### src/rtl/vga_scan_timer.sv
`default_nettype none
// ============================================================================
// Module   : vga_scan_timer
// Purpose  : VGA raster timer with pixel divider, sync/active decode and a
//            flat-colour pixel source.
// Revision : 1.0 - initial release
// ============================================================================
module vga_scan_timer #(
  parameter int          PIX_DIV    = 4,
  parameter int          H_ACTIVE   = 640,
  parameter int          H_FP       = 16,
  parameter int          H_SYNC     = 96,
  parameter int          H_BP       = 48,
  parameter int          V_ACTIVE   = 480,
  parameter int          V_FP       = 10,
  parameter int          V_SYNC     = 2,
  parameter int          V_BP       = 33,
  parameter logic [11:0] DRAW_COLOR = 12'hFFF
) (
  input  logic        clk,
  input  logic        reset,
  input  logic        en_counter,
  input  logic        s,
  output logic        f,
  output logic [9:0]  hcount,
  output logic [9:0]  vcount,
  output logic        hsync,
  output logic        vsync,
  output logic        video_on,
  output logic [11:0] rgb
);

  localparam int          c_H_TOTAL  = H_ACTIVE + H_FP + H_SYNC + H_BP;
  localparam int          c_V_TOTAL  = V_ACTIVE + V_FP + V_SYNC + V_BP;
  localparam logic [3:0]  c_DIV_MAX  = 4'(PIX_DIV - 1);
  localparam logic [9:0]  c_H_MAX    = 10'(c_H_TOTAL - 1);
  localparam logic [9:0]  c_V_MAX    = 10'(c_V_TOTAL - 1);
  localparam logic [9:0]  c_H_ACT    = 10'(H_ACTIVE);
  localparam logic [9:0]  c_V_ACT    = 10'(V_ACTIVE);
  localparam logic [9:0]  c_HS_START = 10'(H_ACTIVE + H_FP);
  localparam logic [9:0]  c_HS_END   = 10'(H_ACTIVE + H_FP + H_SYNC);
  localparam logic [9:0]  c_VS_START = 10'(V_ACTIVE + V_FP);
  localparam logic [9:0]  c_VS_END   = 10'(V_ACTIVE + V_FP + V_SYNC);

  logic [3:0]  r_div;
  logic [9:0]  r_hcount;
  logic [9:0]  r_vcount;
  logic        r_hsync;
  logic        r_vsync;
  logic        r_video_on;
  logic [11:0] r_rgb;

  logic        w_pix_tick;
  logic        w_h_last;
  logic        w_v_last;
  logic        w_hs_active;
  logic        w_vs_active;
  logic        w_active;

  assign w_pix_tick = en_counter && (r_div == c_DIV_MAX);
  assign w_h_last   = (r_hcount == c_H_MAX);
  assign w_v_last   = (r_vcount == c_V_MAX);

  // Frame-done marks the cycle whose edge wraps the raster back to (0,0).
  assign f = reset && w_pix_tick && w_h_last && w_v_last;

  always_ff @(posedge clk or negedge reset) begin
    if (!reset) begin
      r_div    <= 4'd0;
      r_hcount <= 10'd0;
      r_vcount <= 10'd0;
    end else if (!en_counter) begin
      r_div    <= 4'd0;
      r_hcount <= 10'd0;
      r_vcount <= 10'd0;
    end else if (w_pix_tick) begin
      r_div <= 4'd0;
      if (w_h_last) begin
        r_hcount <= 10'd0;
        r_vcount <= w_v_last ? 10'd0 : r_vcount + 10'd1;
      end else begin
        r_hcount <= r_hcount + 10'd1;
      end
    end else begin
      r_div <= r_div + 4'd1;
    end
  end

  // Decode is gated by the enable so a dropped scan idles the outputs after one clk.
  assign w_hs_active = en_counter && (r_hcount >= c_HS_START) && (r_hcount < c_HS_END);
  assign w_vs_active = en_counter && (r_vcount >= c_VS_START) && (r_vcount < c_VS_END);
  assign w_active    = en_counter && (r_hcount < c_H_ACT) && (r_vcount < c_V_ACT);

  always_ff @(posedge clk or negedge reset) begin
    if (!reset) begin
      r_hsync    <= 1'b1;
      r_vsync    <= 1'b1;
      r_video_on <= 1'b0;
      r_rgb      <= 12'h000;
    end else begin
      r_hsync    <= !w_hs_active;
      r_vsync    <= !w_vs_active;
      r_video_on <= w_active;
      r_rgb      <= (w_active && !s) ? DRAW_COLOR : 12'h000;
    end
  end

  assign hcount   = r_hcount;
  assign vcount   = r_vcount;
  assign hsync    = r_hsync;
  assign vsync    = r_vsync;
  assign video_on = r_video_on;
  assign rgb      = r_rgb;

endmodule
`default_nettype wire

### config.mk
export PLATFORM = sky130hd
export DESIGN_NAME = vga_scan_timer
export DESIGN_NICKNAME = d
export VERILOG_FILES = /design/src/rtl/vga_scan_timer.sv
export SDC_FILE = /design/constraint.sdc
export NUM_CORES = 1
export LEC_CHECK = 0
export ABC_AREA = 1
export ABC_CLOCK_PERIOD_IN_PS = 1800
export BUFFER_PORTS_ARGS = -buffer_cell sky130_fd_sc_hd__buf_2
export CORE_ASPECT_RATIO = 0.7
export CORE_MARGIN = 2
export CORE_UTILIZATION = 54
export CTS_CLUSTER_SIZE = 20
export DETAILED_ROUTE_END_ITERATION = 8
export PLACE_DENSITY = 0.9
export SLEW_MARGIN = 20
export SYNTH_ARGS = -nofsm -noshare
export SYNTH_HDL_FRONTEND = slang
export SYNTH_SLANG_ARGS = --single-unit
export TNS_END_PERCENT = 100
### constraint.sdc
create_clock -name clk -period 1.8 [get_ports clk]
set_input_delay 0.36 -clock clk [delete_from_list [all_inputs] [get_ports clk]]
set_output_delay 0.36 -clock clk [all_outputs]
set_load 0.005 [all_outputs]
==> results.tsv <==
stage	metric	value	unit
clock_network	CTS Sinks	28	
logic_synthesis	FF+latch count, synth	28	
logic_synthesis	syn nets	256	
floorplan	total die area	3740	µm²
routing	1st-iter DRT viols	104	
sta	Max-slew headroom	72.6	%
clock_network	CTS H-tree depth	1	
setup_path	crit path buf inv count	2	
sta	min Tclk post-route	1.85	ns
setup_path	crit-path cells	ha_2, nand3_4, inv_1, nand4_1, nor2_2, buf_2	
clock_network	Hold-fix buffers, CTS	0	
setup_path	critical path's slowest cell	dfrtp_1	
routing	Routed WL	4.02	mm
sta	unrepaired setup endpoints after global routing	yes	
floorplan	row cnt	17	
setup_path	CP arrival	1.49	ns
grt	largest net degree at the start of global routing	29	
logic_synthesis	Post-synth EDFFs	0	
grt	gr ovfl total	0	
pwr	Power per Cell Area	526	nW/µm²
pwr	Reg power frac	58.8	%
clock_network	CTS root buffer	clkbuf_8	
grt	vias in the first global route	1435	
sta	worst hold margin	0.125	ns
run	# Max-Cap Violations	0	
layout	nets@finish	299	
floorplan	Die X	72.2	µm
sta	Clock Skew	0.0101	ns
placement	DPL Wire Length	2.94	mm
sta	Tightest Pin Transition	0.408	ns
clock_network	Worst-path clk slew	0.10	ns
layout	layout cells sized above 1	27.8	%
setup_path	reg2reg start	hcount[1]$_DFFE_PN0P_	
logic_synthesis	Cells after Synth	246	
worst_hold_path	Hold Path Class	input port to async pin	
placement	# placed instances	314	
clock_network	clk_lat worst skew	0.28	ns
sta	Final setup viols	1	
pwr	sw power	0.000270	W
grt	initial antenna violation count	0	
clock_network	Clock Path Buffers	2	
setup_path	reg2reg path depth	7	
floorplan	Core Box Area	3130	µm²
placement	GPL Wtd Cong	0.960	
pwr	Design Power	0.00111	W
pwr	Pint	0.000836	W
pwr	VDD IR-drop max	303	µV
routing	Avg WL per Cell	12.3	µm
outcome	run status	complete, but fails checks	
grt	first-pass GRT wire length	6.51	mm
layout	diodes inserted	0	
floorplan	I/O pins	40	
logic_synthesis	mapped cell area	1760	µm²
sta	Final Hold Viols	0	
layout	Core Util, Final	67.3	%
logic_synthesis	top cells by area, synth	dfrtp_1, nand2_1, nor2_1	
floorplan	Die H	51.7	µm
routing	DRT antenna net count	0	
logic_synthesis	Synth cell types	25	
logic_synthesis	Yosys top cell area share	37.0	%
pwr	Pleak	1.10	nW
pwr	power share of the clock group	32.0	%
pwr	Sw Share	24.4	%
logic_synthesis	FFs w/ async S/R, synth	100	%
setup_path	Crit path max-delay family	flip-flops	
sta	fin crit share	103	%
routing	vias per cell	5.22	
setup_path	critical path type	flop to output port	
sta	Max Slew Vio Count	0	
outcome	failing checks	setup timing	
placement	I/O Buffers	39	
logic_synthesis	prevailing post-synth register cell	dfrtp_1	
setup_path	CP Launch Type	flop	
setup_path	Worst R2R Setup Slack	0.17	ns
clock_network	CTS tree	yes	
routing	DRT Pass-1 Iters	5	
setup_path	Worst Setup End Kind	output port	
routing	via count	1701	
sta	final setup margin	-0.0543	ns
setup_path	Worst R2R End	vcount[4]$_DFFE_PN0P_	
layout	Area growth syn-to-layout	19.6	%
logic_synthesis	post-synthesis sequential area ratio	40.0	%
clock_network	Num CTS Buffers	3	
routing	DRC	0	
sta	fmax	0.539	GHz
setup_path	Worst path max stage delay	0.40	ns
floorplan	Initial Util	56.2	%
setup_path	WP data required	1.44	ns
logic_synthesis	Syn. warnings	0	
grt	Global Route Usage Sum	22.5	%
logic_synthesis	Avg Cell Area, Syn	7.15	µm²
pwr	Logic pwr share	9.1	%
layout	Final Non-Filler Cells	326	
logic_synthesis	area leader, netlist	dfrtp_1	
setup_path	crit path max fanout	5	
[cell usage in the layout, fill, tap and decap left out, types with 4 or more instances in the layout]
cell type  instances
nand2_1           67
buf_2             39
nor2_1            35
nand3_1           26
dfrtp_1           25
inv_1             23
buf_4             15
o21ai_0            8
xor2_1             6
inv_2              4
a21oi_1            4
[metal layers]
metal / routed length (µm) / part of all wire [%] / vias to the layer above / global-route usage, %
met3: 328 / 8.2 / 4 / 5.43
met5: 0 / 0 / - / 0
met2: 1760 / 44 / 64 / 35.2
met4: 21 / 0.52 / 0 / 4.72
met1: 1900 / 47 / 785 / 32.0
li1: - / - / 848 / -
[power by group through the flow]
| stage | clock network (W) | registers (W) | logic (W) |
|---|---|---|---|
| after floorplan | 0 | 0.000662 | 0.0000680 |
| after global placement | 0 | 0.000662 | 0.0000928 |
| after detailed placement | 0 | 0.000663 | 0.0000952 |
| after CTS | 0.000360 | 0.000650 | 0.0000956 |
| after global routing | 0.000387 | 0.000652 | 0.000115 |
| final | 0.000354 | 0.000650 | 0.000101 |
[worst max path at each step]
stage / cells after the start / slack, ns / end / from
global route: 6 / -0.18 / f / r_div[0]$_DFF_PN0_
floorplan: 8 / 0.28 / f / vcount[0]$_DFFE_PN0P_
detailed placement: 9 / 0.14 / f / vcount[0]$_DFFE_PN0P_
global placement: 9 / 0.18 / f / vcount[0]$_DFFE_PN0P_
CTS: 9 / -0.1 / f / vcount[0]$_DFFE_PN0P_
finish: 6 / -0.05 / f / hcount[1]$_DFFE_PN0P_
[cells in the mapped netlist (all sizes together), types with 2 or more instances]
cell type,count
nand2,72
nor2,40
nand3,28
inv,27
dfrtp,26
buf,16
o21ai,9
ha,6
xor2,6
a21oi,4
nand4,3
nor3,3
dfstp,2
[cell type report]
class                   count  area [µm²]
clock buffers               4        45.0
repair buffers             54         308
fillers                   259        1020
multi-input cells         175         897
inverters                  27         101
well taps                  38        47.5
flip-flops and latches     28         704
[stage by stage]
stage	setup slack (ns)	area, µm²	TNS, ns
after detailed placement	0.137	1940	0
final	-0.0543	2100	-0.0543
after global routing	-0.178	2100	-0.178
after CTS	-0.0980	2020	-0.0980
after floorplan	0.280	1760	0
after global placement	0.176	1940	0
[logic make-up after synthesis]
family,share of synthesized area (%)
AOI/OAI and AO/OA,4.13
buffers and inverters,12.2
xor gates and xnor gates,3.49
adders and majority gates,4.27
DFF,40.0
and+or+nand+nor,35.9
[registers in the layout, summed over array words and instances, names as in the netlist]
name / count
hcount: 10
vcount: 10
r_div: 4
hsync: 1
rgb: 1
video_on: 1
vsync: 1
[repair_timing]
action,CTS,global route
setup buffers,2,6
pin swaps,5,6
gates resized for setup,6,12
setup endpoints to repair,1,1
No activity file was read; power rests on OpenSTA's default activity.
